[config.mk]
export PLATFORM = sky130hd
export DESIGN_NAME = mach_seq_monitor
export DESIGN_NICKNAME = d
export VERILOG_FILES = /design/src/rtl/mach_pkg.sv /design/src/rtl/mach_step_classifier.sv /design/src/rtl/mach_seq_monitor.sv
export SDC_FILE = /design/constraint.sdc
export NUM_CORES = 1
export LEC_CHECK = 0
export ABC_AREA = 1
export CAP_MARGIN = 20
export CORE_ASPECT_RATIO = 0.6
export CORE_UTILIZATION = 32
export DETAILED_ROUTE_END_ITERATION = 10
export PLACE_DENSITY_LB_ADDON = 0.12
export SYNTH_ARGS = -nofsm -noshare
export SYNTH_HDL_FRONTEND = slang
export SYNTH_HIERARCHICAL = 1
export SYNTH_SLANG_ARGS = --single-unit
[constraint.sdc]
create_clock -name clk -period 4.29 [get_ports clk]
set_clock_uncertainty 0.05 [all_clocks]
set_input_delay 0.429 -clock clk [delete_from_list [all_inputs] [get_ports clk]]
set_output_delay 0.429 -clock clk [all_outputs]
set_load 0.01 [all_outputs]
[src/rtl/mach_pkg.sv]
// -----------------------------------------------------------------------------
// mach_pkg
// Shared constants for the sequencing-machine receive-side monitor.
//   S0..S3        : 2-bit machine state codes {A,B}, A is the MSB.
//   FSM_*         : monitor FSM state encoding.
//   CL_*          : transition class produced by mach_step_classifier.
// -----------------------------------------------------------------------------
package mach_pkg;

  localparam logic [1:0] S0 = 2'b00;
  localparam logic [1:0] S1 = 2'b01;
  localparam logic [1:0] S2 = 2'b10;
  localparam logic [1:0] S3 = 2'b11;

  localparam logic [1:0] FSM_IDLE   = 2'd0;
  localparam logic [1:0] FSM_ACQ    = 2'd1;
  localparam logic [1:0] FSM_LOCKED = 2'd2;
  localparam logic [1:0] FSM_FAULT  = 2'd3;

  localparam logic [1:0] CL_HOLD = 2'd0;
  localparam logic [1:0] CL_UP   = 2'd1;
  localparam logic [1:0] CL_DOWN = 2'd2;
  localparam logic [1:0] CL_ILL  = 2'd3;

endpackage

[src/rtl/mach_step_classifier.sv]
// -----------------------------------------------------------------------------
// mach_step_classifier
// Combinational classification of one transition of the 2-bit machine state.
// Ports:
//   i_prev  [1:0] previously sampled state
//   i_cur   [1:0] currently sampled state
//   o_cls   [1:0] transition class (CL_HOLD / CL_UP / CL_DOWN / CL_ILL)
// -----------------------------------------------------------------------------
module mach_step_classifier
  import mach_pkg::*;
(
  input  logic [1:0] i_prev,
  input  logic [1:0] i_cur,
  output logic [1:0] o_cls
);

  // Distance around the 4-state ring: 0 = hold, 1 = up, 3 = down, 2 = jump.
  logic [1:0] w_dist;
  assign w_dist = i_cur - i_prev;

  always_comb begin
    o_cls = CL_ILL;
    case (w_dist)
      2'd0:    o_cls = CL_HOLD;
      2'd1:    o_cls = CL_UP;
      2'd3:    o_cls = CL_DOWN;
      default: o_cls = CL_ILL;
    endcase
  end

endmodule

[src/rtl/mach_seq_monitor.sv]
// -----------------------------------------------------------------------------
// mach_seq_monitor
// Receive-side checker for the sequencing machine's {A,B} state output.
// Classifies each enabled sample as hold / up / down / illegal, tracks a
// wrapping step position, counts illegal transitions, and runs a small
// IDLE/ACQ/LOCKED/FAULT status FSM.
// Ports:
//   clk, rst        rising-edge clock, synchronous active-high reset
//   en              sample enable
//   a, b            machine state MSB / LSB
//   step, hold, err one-cycle pulses for legal step / no change / illegal jump
//   dir             direction of last legal step (1 = up)
//   step_cnt        signed-style position, wraps mod 2^CNT_W
//   err_cnt         illegal transitions since reset, saturating at MAX_ERR
//   locked, fault   FSM in LOCKED / FAULT
// -----------------------------------------------------------------------------
module mach_seq_monitor
  import mach_pkg::*;
#(
  parameter int CNT_W    = 8,
  parameter int LOCK_LEN = 4,
  parameter int MAX_ERR  = 3
) (
  input  logic             clk,
  input  logic             rst,
  input  logic             en,
  input  logic             a,
  input  logic             b,
  output logic             step,
  output logic             dir,
  output logic             hold,
  output logic             err,
  output logic [CNT_W-1:0] step_cnt,
  output logic [1:0]       err_cnt,
  output logic             locked,
  output logic             fault
);

  localparam int              RL_W       = $clog2(LOCK_LEN + 1);
  localparam logic [RL_W-1:0] LOCK_LEN_C = RL_W'(LOCK_LEN);
  localparam logic [1:0]      MAX_ERR_C  = 2'(MAX_ERR);

  logic [1:0]       r_prev;
  logic [1:0]       r_fsm;
  logic [RL_W-1:0]  r_run_len;
  logic [CNT_W-1:0] r_step_cnt;
  logic [1:0]       r_err_cnt;
  logic             r_step;
  logic             r_dir;
  logic             r_hold;
  logic             r_err;

  logic [1:0]       w_cur;
  logic [1:0]       w_cls;
  logic             w_up;
  logic             w_same_dir;
  logic [RL_W-1:0]  w_run_step;
  logic [1:0]       w_err_nxt;
  logic [CNT_W-1:0] w_cnt_step;

  function automatic logic [RL_W-1:0] sat_inc_run(input logic [RL_W-1:0] v);
    return (v == LOCK_LEN_C) ? v : v + 1'b1;
  endfunction

  function automatic logic [1:0] sat_inc_err(input logic [1:0] v);
    return (v == MAX_ERR_C) ? v : v + 1'b1;
  endfunction

  assign w_cur = {a, b};

  mach_step_classifier u_cls (
    .i_prev (r_prev),
    .i_cur  (w_cur),
    .o_cls  (w_cls)
  );

  assign w_up       = (w_cls == CL_UP);
  // run_len==0 marks the first step after IDLE or after an illegal jump,
  // which always restarts the run regardless of the stored direction.
  assign w_same_dir = (r_run_len != '0) && (w_up == r_dir);
  assign w_run_step = w_same_dir ? sat_inc_run(r_run_len) : RL_W'(1);
  assign w_err_nxt  = sat_inc_err(r_err_cnt);
  assign w_cnt_step = w_up ? r_step_cnt + 1'b1 : r_step_cnt - 1'b1;

  always_ff @(posedge clk) begin
    if (rst) begin
      r_prev     <= S0;
      r_fsm      <= FSM_IDLE;
      r_run_len  <= '0;
      r_step_cnt <= '0;
      r_err_cnt  <= '0;
      r_step     <= 1'b0;
      r_dir      <= 1'b0;
      r_hold     <= 1'b0;
      r_err      <= 1'b0;
    end else begin
      r_step <= 1'b0;
      r_hold <= 1'b0;
      r_err  <= 1'b0;
      if (en) begin
        case (r_fsm)
          FSM_IDLE: begin
            r_prev <= w_cur;
            r_fsm  <= FSM_ACQ;
          end
          FSM_ACQ, FSM_LOCKED: begin
            r_prev <= w_cur;
            case (w_cls)
              CL_HOLD: r_hold <= 1'b1;
              CL_ILL: begin
                r_err     <= 1'b1;
                r_err_cnt <= w_err_nxt;
                r_run_len <= '0;
                r_fsm     <= (w_err_nxt == MAX_ERR_C) ? FSM_FAULT : FSM_ACQ;
              end
              default: begin
                // A reversal restarts the run at 1, which also drops LOCKED.
                r_step     <= 1'b1;
                r_step_cnt <= w_cnt_step;
                r_dir      <= w_up;
                r_run_len  <= w_run_step;
                r_fsm      <= (w_run_step == LOCK_LEN_C) ? FSM_LOCKED : FSM_ACQ;
              end
            endcase
          end
          default: ; // FAULT: everything frozen until rst
        endcase
      end
    end
  end

  assign step     = r_step;
  assign dir      = r_dir;
  assign hold     = r_hold;
  assign err      = r_err;
  assign step_cnt = r_step_cnt;
  assign err_cnt  = r_err_cnt;
  assign locked   = (r_fsm == FSM_LOCKED);
  assign fault    = (r_fsm == FSM_FAULT);

endmodule

* Word-level counts from Yosys, hierarchy flattened
Index checks and enable logic that the tools add are counted.
** Storage, ports and cells
- Register bits after elaboration :: 21
- Bits in latches :: 0
- RAM bits :: 0
- ROM bits :: 0
- Input port bits :: 5
- Output and inout bits :: 16
- Word-level logic and storage cells :: 59
- Memories kept :: 0
** Operators by class
- $add $sub $neg :: 5
- Multiply operators :: 0
- Divide/modulo/power cells :: 0
- $lt $le $gt $ge :: 0
- Equality and inequality tests :: 13
- Shift-type cells :: 0
- Mux-type cells :: 13
- Bitwise operators :: 4
- Reduce and logical (&&, ||, !) cells :: 15
** Operators by type and width (count)
- equality test 2 bit, second input constant :: 6
- AND reduction 3 bit :: 4
- adder 8 x 1 -> 8 bit, second input constant :: 1
- 2-to-1 mux 8 bit :: 1
- case mux 2 bit (2 select lines) :: 2
- subtractor 8 x 1 -> 8 bit, second input constant :: 1
- equality test 2 x 1 -> 1 bit, second input constant :: 3
- equality test 3 bit, second input constant :: 2
- zero test 2 bit :: 3
- 2-to-1 mux 2 bit :: 3
- 2-to-1 mux 3 bit :: 2
- case mux 2 bit (3 select lines) :: 1
- case mux 3 bit (2 select lines) :: 1
- OR reduction 3 bit :: 2
- inverter 1 bit :: 4
- OR reduction 2 bit :: 2
- adder 3 x 1 -> 3 bit, second input constant :: 1
- 2-to-1 mux 1 bit :: 3
- nonzero test 3 bit :: 1
- adder 2 x 1 -> 2 bit, second input constant :: 1
- != test 2 bit, second input constant :: 1
- AND reduction 2 bit :: 1
- nonzero test 2 bit :: 1
- subtractor 2 bit :: 1
- 2 further kinds :: 2

* Logic depth before layout (Yosys ltp)
Gate-level depths: netlist (run 1).
- Word-level depth :: 11
- Gate-level depth with buffers :: 20
- Depth with buffers taken out :: 20

* By module
The synthesis (run 1) kept the hierarchy.
** By module, submodules not included
- mach_seq_monitor :: times used 1, cells an instance 185, area each 1313.8 sq um, seq. area each 420.4 sq um
- mach_step_classifier :: times used 1, cells an instance 17, area each 95.1 sq um, seq. area each 0.0 sq um

* Worst setup path after synthesis (run 1)
No wires, ideal clock.
- Path type :: in2reg
- Start :: in b
- End :: reg r_step_cnt[7] (netlist: step_cnt[7])
- Library setup time :: 0.109 ns
- Arrival :: 2.561 ns
- Required time :: 4.131 ns
- Slack :: 1.570 ns
- Cell stages on the path :: 19
- Path buffers :: 0
- Path through :: inv_1 > ha_1 > inv_1 > nand3_1 > nand2_1 > inv_1 > ha_1 > or2_2 > inv_1 > ha_1 > inv_2 > ha_1 > or2_1 > nand3_1 > nand2_1 > nand2_1 > nand3_1 > nand2_1 > inv_1
** Between the ends
- Elaborated cells on any way between the ends :: 12
- Those cells by class :: add/sub (1); eq/ne (4); mux (2); bitwise (1); reduce/logical (4)
** RTL lines
- start, declared :: RTL line mach_seq_monitor.sv:28 : input logic b,
- subtractor 2 bit (*) :: RTL line mach_step_classifier.sv:19 : assign w_dist = i_cur - i_prev;
- equality test 2 bit (tied with other cells) :: RTL line mach_step_classifier.sv:23 : case (w_dist)
- case mux 2 bit (3 select lines) (*) :: RTL line mach_step_classifier.sv:23
- net w_cls[1] :: RTL line mach_seq_monitor.sv:54 : logic [1:0] w_cls;
- equality test 2 x 1 -> 1 bit (*) :: RTL line mach_seq_monitor.sv:77 : assign w_up = (w_cls == CL_UP);
- net w_up :: RTL line mach_seq_monitor.sv:55 : logic w_up;
- 2-to-1 mux 8 bit (*) :: RTL line mach_seq_monitor.sv:83 : assign w_cnt_step = w_up ? r_step_cnt + 1'b1 : r_step_cnt - 1'b1;
- end signal, assigned :: RTL line mach_seq_monitor.sv:119 : r_step_cnt <= w_cnt_step;
- end, declared :: RTL line mach_seq_monitor.sv:46 : logic [CNT_W-1:0] r_step_cnt;
The timed path passes the listed nets; every way through them passes the cells marked *.
A chain may end at the register's enable or synchronous reset.

* Final worst setup path (run 1)
- Start :: in b
- End :: reg r_step_cnt[5] (netlist: step_cnt[5])
Same word-level chain as after synthesis.

==> impl_metrics.env, run 1 <==
export IMPL_run_status="completed"
export IMPL_power_per_cell_area_mw_per_mm2=335
export IMPL_timing_final_max_slew_violations=0
export IMPL_first_pass_grt_wire_length_mm=4.62
export IMPL_power_share_combinational_pct=38.5
export IMPL_fin_crit_ns=3.17
export IMPL_rr_endpoint="step_cnt[5]"
export IMPL_commonest_cells_after_routing_fill_and_taps_aside="sky130_fd_sc_hd__nand2_1, sky130_fd_sc_hd__inv_1, sky130_fd_sc_hd__dfxtp_1"
export IMPL_synth_cell_type_count=30
export IMPL_timing_critical_path_fanout_max=8
export IMPL_mappedNetlistNets=225
export IMPL_dr_first_iter_drc_count=71
export IMPL_critPathRequiredTime_ns=4.41
export IMPL_timing_setup_critical_path_class="input pin to flop"
export IMPL_via_count_of_the_first_global_routing_pass=1000
export IMPL_avgRoutedWirePerCell_um=9.85
export IMPL_clk_latency_ns=0.26
export IMPL_postLayoutSetupSlackWorst_ns=1.12
export IMPL_worst_hold_path_endpoint="dir"
export IMPL_globalplace_congestion=0.768
export IMPL_hold_start="dir"
export IMPL_clock_tree_from_tritoncts="done"
export IMPL_syn_mean_instance_area_um2=6.97
export IMPL_regToRegStartpoint="r_prev[0]"
export IMPL_finalWirelength_mm=2.79
export IMPL_setup_tns_final_ns=0
export IMPL_cts_repair_timing_setup_buffer_count=0
export IMPL_grt_start_max_net_pins=14
export IMPL_cts_htree_levels=1
export IMPL_setup_viol=0
export IMPL_n_fill_cell=426
export IMPL_dieArea_mm2=0.00468
export IMPL_yosysSeqAreaShare_pct=29.8
export IMPL_start_kind="input pin"
export IMPL_cts_buffers_inserted=3
export IMPL_ant_nets=0
export IMPL_pre_cts_slack_ns=0.839
export IMPL_synth_top_cells_by_area="sky130_fd_sc_hd__dfxtp_1, sky130_fd_sc_hd__ha_1, sky130_fd_sc_hd__nand2_1"
export IMPL_design_final_nets=247
export IMPL_syn2layout_area_growth_pct=21.4
export IMPL_die_height_um=53.4
export IMPL_worst_hold_path_num_cells=2
export IMPL_clock_root_buffer="sky130_fd_sc_hd__clkbuf_8"
export IMPL_relative_slew_slack_pct=68.5
export IMPL_setup_worst_path_end_class="flop"
export IMPL_swShare_pct=36.4
export IMPL_r2r_setup_slack_ns=1.47
export IMPL_sequentialPowerShare_pct=38.3
export IMPL_route_detailed_drc=0
export IMPL_synthDominantAreaCellType="sky130_fd_sc_hd__dfxtp_1"
export IMPL_max_freq_mhz=316
export IMPL_ys_warnings_count=6
export IMPL_cts_repair_resized=0
export IMPL_start_util_pct=33.8
export IMPL_stdcell_count=283
export IMPL_place_inst=279
export IMPL_ir_worst_vdd_mv=0.139
export IMPL_grt_util_all_layers_pct=13.2
export IMPL_mostFrequentLayoutCell="sky130_fd_sc_hd__nand2_1"
export IMPL_number_of_rows_in_the_core_area=18
export IMPL_post_drt_via_cell_ratio=4.25
export IMPL_power_switching_w=0.000208
export IMPL_share_clk_of_total_power_pct=23.2
export IMPL_arrival_ns=3.28
export IMPL_cts_sinks=21
export IMPL_detail_route_first_pass_iterations=4
export IMPL_post_route_cells_drive_above_1_share_pct=6.28
export IMPL_gr_total_overflow=0
export IMPL_number_of_antenna_violations_at_the_first_check_in_global_routing=0
export IMPL_route_vias_total=1202
export IMPL_floorplan_die_width_um=87.7
export IMPL_fin_crit_sh_pct=73.9
export IMPL_cap_violations=0
export IMPL_coreArea_mm2=0.00417
export IMPL_leakage_power_figure_nw=0.840
export IMPL_cts_path_max_buffers=2
export IMPL_internal_power_w=0.000365
export IMPL_num_io_pins=21
export IMPL_placed_cell_area_mm2=0.00166
export IMPL_synth_seq_cells=21
export IMPL_num_antenna_cells=0
export IMPL_portbufs=20
export IMPL_setup_repair_after_global_routing_missed_its_margin="no"
export IMPL_synth_top_cell_area_share_pct=29.8
export IMPL_fin_util_pct=41.1
export IMPL_number_of_cells_traversed_by_the_worst_register_to_register_path=18
export IMPL_synth_cells=202
export IMPL_cts_clk_slew_worst_paths_ns=0.08
export IMPL_tightest_slew_ns=0.472
export IMPL_synthesis_area_mm2=0.00141
export IMPL_hold_path_class="flop to flop"
export IMPL_cts_hold_fix_buffers=0
export IMPL_final_hold_violation_count=0
export IMPL_layout_cell_area_non_filler_mm2=0.00171
export IMPL_place_detailed_hpwl_mm=2.17
synthesized netlist by cell type:
master / instances
sky130_fd_sc_hd__nor2_2: 3
sky130_fd_sc_hd__nand4_1: 3
sky130_fd_sc_hd__fa_1: 1
sky130_fd_sc_hd__o21ai_0: 4
sky130_fd_sc_hd__nor3_1: 2
sky130_fd_sc_hd__a21oi_2: 1
sky130_fd_sc_hd__nor2_1: 15
sky130_fd_sc_hd__inv_2: 2
sky130_fd_sc_hd__xnor2_1: 1
sky130_fd_sc_hd__or2_0: 1
sky130_fd_sc_hd__inv_1: 37
sky130_fd_sc_hd__nand2_4: 1
sky130_fd_sc_hd__dfxtp_1: 21
sky130_fd_sc_hd__nand3b_1: 3
sky130_fd_sc_hd__a21oi_1: 11
sky130_fd_sc_hd__o211ai_1: 2
sky130_fd_sc_hd__clkbuf_1: 1
sky130_fd_sc_hd__or2_2: 1
sky130_fd_sc_hd__ha_1: 17
sky130_fd_sc_hd__inv_4: 1
sky130_fd_sc_hd__o21a_1: 4
sky130_fd_sc_hd__nand3_1: 17
sky130_fd_sc_hd__or2_1: 1
sky130_fd_sc_hd__a31oi_1: 1
sky130_fd_sc_hd__buf_2: 1
sky130_fd_sc_hd__xor2_1: 2
sky130_fd_sc_hd__buf_6: 1
sky130_fd_sc_hd__nand2_2: 1
sky130_fd_sc_hd__nand2_1: 45
sky130_fd_sc_hd__o21ai_1: 1
kinds of logic (layout without fill, tap and decap cells):
logic type | Yosys count | count (layout) | share of synthesized area, %
flip-flops | 21 | 21 | 29.8
adder cells (fa/ha/maj) | 18 | 18 | 16.5
AND/OR/NAND/NOR | 93 | 93 | 29.6
XOR/XNOR | 3 | 3 | 1.87
buffers and inverters | 43 | 64 | 12.3
AO/OA/AOI/OAI | 24 | 24 | 9.95
metrics by stage:
step	hold slack, ns	power [W]
floorplan	0.412	0.000389
detailed placement	0.430	0.000444
global placement	0.434	0.000446
CTS	0.447	0.000582
finish	0.453	0.000573
global route	0.478	0.000625
worst max-delay path by stage:
stage / start / to
after CTS: b / step_cnt[5]
final: b / step_cnt[5]
after detailed placement: b / step_cnt[5]
after global placement: b / step_cnt[7]
after floorplan: b / step_cnt[7]
after global routing: b / step_cnt[5]
final cells by class:
| type | instances | area, um^2 | area share, % |
|---|---|---|---|
| repair buffers | 20 | 200 | 11.7 |
| multi-input cells | 138 | 816 | 47.7 |
| clock buffers | 3 | 41.3 | 2.41 |
| well taps | 60 | 75.1 | 4.39 |
| clock inverters | 1 | 5.00 | 0.293 |
| inverters | 40 | 153 | 8.92 |
| flip-flops and latches | 21 | 420 | 24.6 |
registers in the layout, indices dropped and copies added (netlist names):
signal and count:
dir 1, err 1, err_cnt 2, hold 1
r_fsm 2, r_prev 2, r_run_len 3, step 1
step_cnt 8
power groups by stage:
stage               Sequential (W)  Clock (W)  Combinational [W]
finish                    0.000220   0.000133           0.000220
global route              0.000222   0.000149           0.000254
CTS                       0.000220   0.000141           0.000220
detailed placement        0.000225          0           0.000219
global placement          0.000225          0           0.000221
floorplan                 0.000227          0           0.000162
per-layer routing:
metal  share of wire (%)  GRT usage (%)  up-vias
li1                    -              -      679
met1                  61           19.8      503
met2                  35           17.6       18
met3                 3.9           4.21        2
met4                0.61           3.28        0
met5                   0              0        -
worst max-delay path: stages:
cell and delay, ns:
sky130_fd_sc_hd__clkdlybuf4s50_1 0.47, sky130_fd_sc_hd__inv_1 0.05, sky130_fd_sc_hd__ha_1 0.18, sky130_fd_sc_hd__inv_1 0.05
sky130_fd_sc_hd__nand3_1 0.07, sky130_fd_sc_hd__nand2_1 0.06, sky130_fd_sc_hd__inv_1 0.05, sky130_fd_sc_hd__ha_1 0.16
sky130_fd_sc_hd__or2_2 0.30, sky130_fd_sc_hd__inv_1 0.08, sky130_fd_sc_hd__ha_1 0.25, sky130_fd_sc_hd__inv_2 0.13
sky130_fd_sc_hd__ha_1 0.34, sky130_fd_sc_hd__or2_1 0.27, sky130_fd_sc_hd__nand3b_1 0.13, sky130_fd_sc_hd__nand2_1 0.06
sky130_fd_sc_hd__nand2_1 0.05, sky130_fd_sc_hd__nand3_1 0.07, sky130_fd_sc_hd__nand2_1 0.07, sky130_fd_sc_hd__inv_1 0.03
Note: power is estimated with default switching activity, not from simulation.
==> inputs of run 2 (changes only) <==
==> constraint.sdc (replaced) <==
create_clock -name clk -period 3.3 [get_ports clk]
set_clock_uncertainty 0.05 [all_clocks]
set_input_delay 0.33 -clock clk [delete_from_list [all_inputs] [get_ports clk]]
set_output_delay 0.33 -clock clk [all_outputs]
set_load 0.01 [all_outputs]
==> impl_metrics.env, run 2 (synthesized netlist as in run 1, its figures left out) <==
export IMPL_cts_clk_slew_worst_paths_ns=0.08
export IMPL_cts_repair_timing_setup_buffer_count=0
export IMPL_num_io_pins=21
export IMPL_ir_worst_vdd_mv=0.149
export IMPL_timing_setup_critical_path_class="input pin to flop"
export IMPL_cts_sinks=21
export IMPL_clock_root_buffer="sky130_fd_sc_hd__clkbuf_8"
export IMPL_design_final_nets=248
export IMPL_final_hold_violation_count=0
export IMPL_dr_first_iter_drc_count=48
export IMPL_route_vias_total=1207
export IMPL_route_detailed_drc=0
export IMPL_place_detailed_hpwl_mm=2.29
export IMPL_cts_path_max_buffers=2
export IMPL_cts_hold_fix_buffers=0
export IMPL_coreArea_mm2=0.00417
export IMPL_internal_power_w=0.000479
export IMPL_commonest_cells_after_routing_fill_and_taps_aside="sky130_fd_sc_hd__nand2_1, sky130_fd_sc_hd__inv_1, sky130_fd_sc_hd__dfxtp_1"
export IMPL_relative_slew_slack_pct=67.8
export IMPL_cts_repair_resized=0
export IMPL_floorplan_die_width_um=87.7
export IMPL_globalRoute_busiestLayer="met1"
export IMPL_grt_start_max_net_pins=14
export IMPL_mostFrequentLayoutCell="sky130_fd_sc_hd__nand2_1"
export IMPL_setup_viol=0
export IMPL_gr_total_overflow=0
export IMPL_post_route_cells_drive_above_1_share_pct=6.25
export IMPL_cap_violations=0
export IMPL_worst_path_dominant_cell_family="simple AND/OR/NAND/NOR gates"
export IMPL_timing_critical_path_fanout_max=8
export IMPL_first_pass_grt_wire_length_mm=4.80
export IMPL_clk_latency_ns=0.26
export IMPL_sequentialPowerShare_pct=38.2
export IMPL_number_of_antenna_violations_at_the_first_check_in_global_routing=0
export IMPL_ant_nets=0
export IMPL_max_freq_mhz=336
export IMPL_dieArea_mm2=0.00468
export IMPL_start_util_pct=33.8
export IMPL_cts_buffers_inserted=3
export IMPL_path_common_cell="sky130_fd_sc_hd__inv_1"
export IMPL_number_of_rows_in_the_core_area=18
export IMPL_setup_tns_final_ns=0
export IMPL_timing_final_max_slew_violations=0
export IMPL_avgRoutedWirePerCell_um=10.2
export IMPL_worst_path_cell_trace="clkdlybuf4s50_1 > inv_1 > ha_1 > inv_1 > nand3_1 > nand2_1 > inv_1 > ha_1 > or2_2 > inv_1 > ha_1 > inv_2 > ha_1 > or2_1 > nand3_1 > nand2_1 > nand2_1 > nand3_1 > nand2_1 > inv_1"
export IMPL_share_clk_of_total_power_pct=22.8
export IMPL_arrival_ns=3.09
export IMPL_via_count_of_the_first_global_routing_pass=1010
export IMPL_cts_htree_levels=1
export IMPL_syn2layout_area_growth_pct=21.8
export IMPL_globalplace_congestion=0.754
export IMPL_hold_path_class="flop to flop"
export IMPL_fin_crit_sh_pct=90.1
export IMPL_place_inst=280
export IMPL_finalWirelength_mm=2.88
export IMPL_post_drt_via_cell_ratio=4.25
export IMPL_start_kind="input pin"
export IMPL_largest_reg_flops=8
export IMPL_timing_critical_path_buf_inv=7
export IMPL_fin_crit_ns=2.97
export IMPL_num_antenna_cells=0
export IMPL_met3_usage_pct=4.21
export IMPL_leakage_power_figure_nw=0.842
export IMPL_detail_route_first_pass_iterations=4
export IMPL_slowest_stage="sky130_fd_sc_hd__clkdlybuf4s50_1"
export IMPL_stdcell_count=284
export IMPL_cp_slowest_stage_delay_ns=0.47
export IMPL_power_per_cell_area_mw_per_mm2=436
export IMPL_global_route_met1_usage_pct=21.7
export IMPL_setup_repair_after_global_routing_missed_its_margin="no"
export IMPL_swShare_pct=36.0
export IMPL_globalRouteMet2Util_pct=17.3
export IMPL_critPathRequiredTime_ns=3.42
export IMPL_die_height_um=53.4
export IMPL_grt_util_all_layers_pct=13.7
export IMPL_run_status="completed"
export IMPL_setup_worst_path_end_class="flop"
export IMPL_clock_tree_from_tritoncts="done"
export IMPL_tightest_slew_ns=0.481
export IMPL_power_share_combinational_pct=39.0
export IMPL_portbufs=20
export IMPL_power_switching_w=0.000269
export IMPL_p_total_w=0.000748
-- run 2: cell count changes in the layout (fill, tap and decap cells not counted), sizes merged --
cell / previous run / this run
clkinv: 1 / 0
buf: 0 / 1
clkbuf: 3 / 4
-- run 2: worst paths after layout --
| path | from | endpoint | slack (ns) | cells past startpoint |
|---|---|---|---|---|
| min | err_cnt[0] | err_cnt[0] | 0.44 | 1 |
| max reg2reg | r_prev[0] | step_cnt[7] | 0.57 | 18 |
| min reg2reg | err_cnt[0] | err_cnt[0] | 0.44 | 1 |
| max | b | step_cnt[7] | 0.33 | 20 |
-- run 2: per-stage QoR --
stage / hold WS [ns] / util (%) / worst slack (ns) / area [um^2]
6_report: 0.440 / 41.2 / 0.325 / 1720
5_1_grt: 0.486 / 41.2 / 0.0490 / 1720
4_1_cts: 0.448 / 41.2 / 0.330 / 1720
3_5_place_dp: 0.425 / 40.1 / 0.0399 / 1670
3_3_place_gp: 0.434 / 40.1 / 0.0824 / 1670
2_1_floorplan: 0.412 / - / 0.679 / 1410
-- run 2: area by class of cell --
| type | count | area (um^2) |
|---|---|---|
| sequential | 21 | 420 |
| tap | 60 | 75.1 |
| multi-input combinational | 138 | 816 |
| fill | 429 | 2450 |
| clock buffer | 4 | 45.0 |
| inverter | 40 | 153 |
| timing repair buffer | 21 | 208 |
-- run 2: power by group through the flow --
| stage | Sequential [W] | Combinational (W) | Clock [W] |
|---|---|---|---|
| after global routing | 0.000289 | 0.000331 | 0.000190 |
| final | 0.000286 | 0.000292 | 0.000171 |
| after floorplan | 0.000295 | 0.000211 | 0 |
| after CTS | 0.000286 | 0.000291 | 0.000180 |
| after global placement | 0.000293 | 0.000291 | 0 |
| after detailed placement | 0.000292 | 0.000290 | 0 |
-- run 2: routing by layer --
layer | vias up | wire [um]
li1 | 678 | -
met1 | 508 | 1740
met2 | 19 | 986
met3 | 2 | 149
met4 | 0 | 10
met5 | - | 0
-- run 2: worst reg2reg max path: cells and delay by family, from the launching register on --
kind                     cells  cell delay [ns]
adder cells (fa/ha/maj)      4             0.87
flip-flops                   1             0.32
buffers and inverters        5             0.33
AND/OR/NAND/NOR              9             1.09
